[src/rtl/register_read_unit.sv]
// register_read_unit
// One-entry read port in front of an 8-entry register bank. A request
// captures either the bank contents or, when the bank is being written to
// the same index in that cycle, the in-flight write data. The captured
// result is a snapshot that is held until the consumer acknowledges it.
// fwdCount reports how many reads were served by forwarding, saturating
// at 255.

module register_read_unit #(
    parameter int WIDTH = 16
) (
    input  logic               clk,
    input  logic               reset,
    input  logic [8*WIDTH-1:0] regFile,
    input  logic               regWrite,
    input  logic [2:0]         wrIdx,
    input  logic [WIDTH-1:0]   writeData,
    input  logic               rdReq,
    input  logic [2:0]         rdIdx,
    output logic               rdReady,
    output logic               rdValid,
    output logic [WIDTH-1:0]   rdData,
    output logic [2:0]         rdIdxOut,
    input  logic               rdAck,
    output logic [7:0]         fwdCount
);

    localparam logic STATE_EMPTY = 1'b0;
    localparam logic STATE_FULL  = 1'b1;

    localparam logic [7:0] FWD_MAX = 8'd255;

    logic             state_reg;
    logic             state_next;
    logic [WIDTH-1:0] data_reg;
    logic [2:0]       idx_reg;
    logic [7:0]       fwd_count_reg;

    logic             accept;
    logic             take;
    logic             forward;
    logic [WIDTH-1:0] read_data;

    // Unpacked view of the flattened register bank.
    logic [WIDTH-1:0] reg_array [8];

    genvar gi;
    generate
        for (gi = 0; gi < 8; gi++) begin : g_unpack
            assign reg_array[gi] = regFile[WIDTH*gi +: WIDTH];
        end
    endgenerate

    // Handshake: a full slot can only accept when it is being drained in the same cycle.
    always_comb begin
        rdReady = (state_reg == STATE_EMPTY) ? 1'b1 : rdAck;
    end

    assign rdValid  = state_reg;
    assign rdData   = data_reg;
    assign rdIdxOut = idx_reg;
    assign fwdCount = fwd_count_reg;

    assign accept  = rdReq & rdReady;
    assign take    = rdValid & rdAck;
    assign forward = regWrite && (wrIdx == rdIdx);

    // Select forwarded write data over the (stale) bank contents.
    always_comb begin
        read_data = reg_array[rdIdx];
        if (forward) begin
            read_data = writeData;
        end
    end

    // Next-state logic for the EMPTY/FULL slot.
    always_comb begin
        state_next = state_reg;
        case (state_reg)
            STATE_EMPTY: begin
                if (accept) begin
                    state_next = STATE_FULL;
                end
            end
            STATE_FULL: begin
                if (take && !accept) begin
                    state_next = STATE_EMPTY;
                end
            end
            default: state_next = STATE_EMPTY;
        endcase
    end

    // State register.
    always_ff @(posedge clk or negedge reset) begin
        if (!reset) begin
            state_reg <= STATE_EMPTY;
        end else begin
            state_reg <= state_next;
        end
    end

    // Result capture: only an accepted request changes the held snapshot.
    always_ff @(posedge clk or negedge reset) begin
        if (!reset) begin
            data_reg <= '0;
            idx_reg  <= '0;
        end else if (accept) begin
            data_reg <= read_data;
            idx_reg  <= rdIdx;
        end
    end

    // Saturating count of reads served by forwarding.
    always_ff @(posedge clk or negedge reset) begin
        if (!reset) begin
            fwd_count_reg <= '0;
        end else if (accept && forward && (fwd_count_reg != FWD_MAX)) begin
            fwd_count_reg <= fwd_count_reg + 8'd1;
        end
    end

endmodule

[config.mk]
export PLATFORM = sky130hd
export DESIGN_NAME = register_read_unit
export DESIGN_NICKNAME = d
export VERILOG_FILES = /design/src/rtl/register_read_unit.sv
export SDC_FILE = /design/constraint.sdc
export NUM_CORES = 1
export LEC_CHECK = 0
export ABC_AREA = 1
export BUFFER_PORTS_ARGS = -buffer_cell sky130_fd_sc_hd__buf_2
export CORE_ASPECT_RATIO = 0.7
export CORE_UTILIZATION = 35
export DETAILED_ROUTE_END_ITERATION = 6
export GPL_ROUTABILITY_DRIVEN = 0
export PLACE_DENSITY_LB_ADDON = 0.2
export SLEW_MARGIN = 10
export SYNTH_ARGS = -nofsm -noshare
export SYNTH_HDL_FRONTEND = slang
export SYNTH_SLANG_ARGS = --single-unit
[constraint.sdc]
create_clock -name clk -period 2.1 [get_ports clk]
set_clock_uncertainty 0.15 [all_clocks]
set_input_delay 0.315 -clock clk [delete_from_list [all_inputs] [get_ports clk]]
set_output_delay 0.315 -clock clk [all_outputs]
set_load 0.02 [all_outputs]
==> impl_results.md <==
* Largest net degree at the start of global routing at 66
* Share of the synthesized area in the top cell type at 25.83%
* Detailed Route WL at 9571 um
* Crit path kind: reg -> reg
* CTS Buf Count at 3
* CTS tree: done
* Hold-fix buffers, CTS at 1
* HPWL after DPL at 7743 um
* Number of nets in the layout at 803
* Row count at 26
* Initial Util at 36.73%
* Seq cells post-synth at 28
* Clk_lat worst skew at 0.27 ns
* Pre-antenna DRT Iters at 4
* Clock Tree Root: clkbuf_8
* Final ANT Viol Nets at 0
* Die height at 75.66 um
* Main area contributors after synthesis: dfrtp_1 (26%), nor2_1 (24%), o21ai_0 (12%)
* R2r setup slk at 0.44 ns
* Ant diodes at 0
* Seq/Total Area, Yosys at 25.83%
* Clock share of power at 16.5%
* Pins Over Slew Limit at 0
* Mapped Cells at 479
* Pwr/cell area at 479.0 nW/um^2
* Fin Setup TNS at 0 ns
* Hold WC Path Type: in -> reg
* Sw frac at 39.67%
* Average wire per standard cell at 12.88 um
* Sequential power share at 39.2%
* Full die area at 8112 um^2
* Layout cells sized above 1 at 33.33%
* GR Util All Layers at 23.04%
* Antenna violations before repair at 0
* Critical Path AT at 1.74 ns
* NetSw at 705.8 uW
* Input/output buffers at 183
* Chip Width at 107.2 um
* Drt drc at 0
* Leak at 0.002117 uW
* DR iter-0 viols at 204
* Number of global-route vias before repair at 3186
* Hold Violations, Final at 0
* Status: complete, no violations
* CP Launch Type: flop
* Setup violators final at 0
* Minimum clock period at 1.664 ns
* Unique masters post-synth at 23
* Tcrit/Tclk final at 79.23%
* Most common cell after layout, fill and taps aside: buf_2
* CP max FO at 17
* Fmax at 0.6010 GHz
* Mean post-synth cell area at 5.663 um^2
* Maxcap violations at 0
* IO Count at 184
* Unrepaired setup endpoints after global routing: no
* Vias/cell at 4.740
* Setup Buffers After CTS at 0
* Combinational share of power at 44.3%
* Routed vias at 3522
* Required @ worst endpoint at 2.17 ns
* Yosys top cell by area: dfrtp_1
* Internal power at 1073 uW
* First-pass GRT wire length at 14610 um
* Maximum VDD drop at 0.2565 mV
* Area delta synth->final at 36.95%
* Commonest cells after routing, fill and taps aside: buf_2 (183), nor2_1 (170), o21ai_0 (67), nand3_1 (59), nand2_1 (56)
* Worst slew margin at 55.87%
* Mapped Area at 2713 um^2
* Worst Max-Slew Pin Slew at 0.6619 ns
* Sink Count at 28
* Syn Nets at 635
* Synth warnings at 0
* Core region area at 7385 um^2
* Gr ovfl total at 0
* Htree depth at 1
* Util after Layout at 50.31%
* Clock transition at path regs at 0.10 ns
* CTS max path bufs at 2
* Resize count post-CTS at 0
* Crit end category: flop
## through the flow
| step | worst slack, ns | hold slack [ns] | instance area (um^2) | std cells | total power (uW) |
|---|---|---|---|---|---|
| 6_report | 0.4362 | 0.09590 | 3715 | 743 | 1779 |
| 5_1_grt | 0.2504 | 0.1112 | 3715 | 743 | 1934 |
| 4_1_cts | 0.4213 | 0.09161 | 3715 | 743 | 1806 |
| 3_5_place_dp | 0.1629 | 0.2374 | 3664 | 739 | 1504 |
| 3_3_place_gp | 0.2006 | 0.2305 | 3664 | 739 | 1495 |
| 2_1_floorplan | 0.4321 | -0.1306 | 2713 | 479 | 1163 |
## power by group through the flow
stage / Clock [uW] / Sequential (uW) / Combinational [uW]
5_1_grt: 328 / 709 / 896
6_report: 293 / 697 / 789
2_1_floorplan: 0 / 800 / 363
4_1_cts: 309 / 700 / 797
3_3_place_gp: 0 / 709 / 786
3_5_place_dp: 0 / 711 / 793
## routing by layer
metal | GRT usage [%] | wire length (um)
met5 | 0 | 0
met1 | 29.63 | 4263
met4 | 3.957 | 82
met3 | 4.790 | 757
met2 | 41.08 | 4467
## flip-flops by register name (all words and copies together), names as in the netlist
signal	flops
rdData	16
fwdCount	8
rdIdxOut	3
rdValid	1
## cell usage after synthesis (all sizes together)
| cell | count |
|---|---|
| a21boi | 1 |
| buf | 19 |
| clkbuf | 8 |
| dfrtp | 28 |
| ha | 1 |
| inv | 46 |
| nand2 | 58 |
| nand3 | 62 |
| nand3b | 1 |
| nor2 | 183 |
| o21ai | 67 |
| xnor2 | 2 |
| xor2 | 3 |
## logic make-up after synthesis
family	after synthesis	share of synthesized area, %
simple gates	304	47.65
buf+inv	73	11.81
compound gates	68	12.64
flops	28	25.83
xor+xnor	5	1.615
fa+ha+maj	1	0.4612
## final cells by class
| class | instances | area (um^2) |
|---|---|---|
| clock buffers | 3 | 41.29 |
| fillers | 802 | 3670 |
| inverters | 46 | 175.2 |
| multi-input cells | 378 | 1692 |
| flip-flops and latches | 28 | 700.7 |
| well taps | 98 | 122.6 |
| repair buffers | 190 | 983.4 |
## worst max-delay path, stage by stage (launching register included)
cell	delay, ns
dfrtp_1	0.38
nand2_1	0.11
nand2_2	0.14
inv_2	0.21
nand3_4	0.25
inv_2	0.21
nand3_1	0.09
nand2_1	0.07
## path summary, 6_finish.rpt
path                                to  cells after the start        start
min reg2reg                rdIdxOut[1]                      2  rdIdxOut[1]
max                        fwdCount[6]                      7      rdValid
min                            rdValid                      3        rdReq
max reg2reg                fwdCount[6]                      7      rdValid
min in group asynchronous  fwdCount[7]                      2        reset
max in group asynchronous    rdData[5]                      2        reset
(Power assumes the default switching activity.)
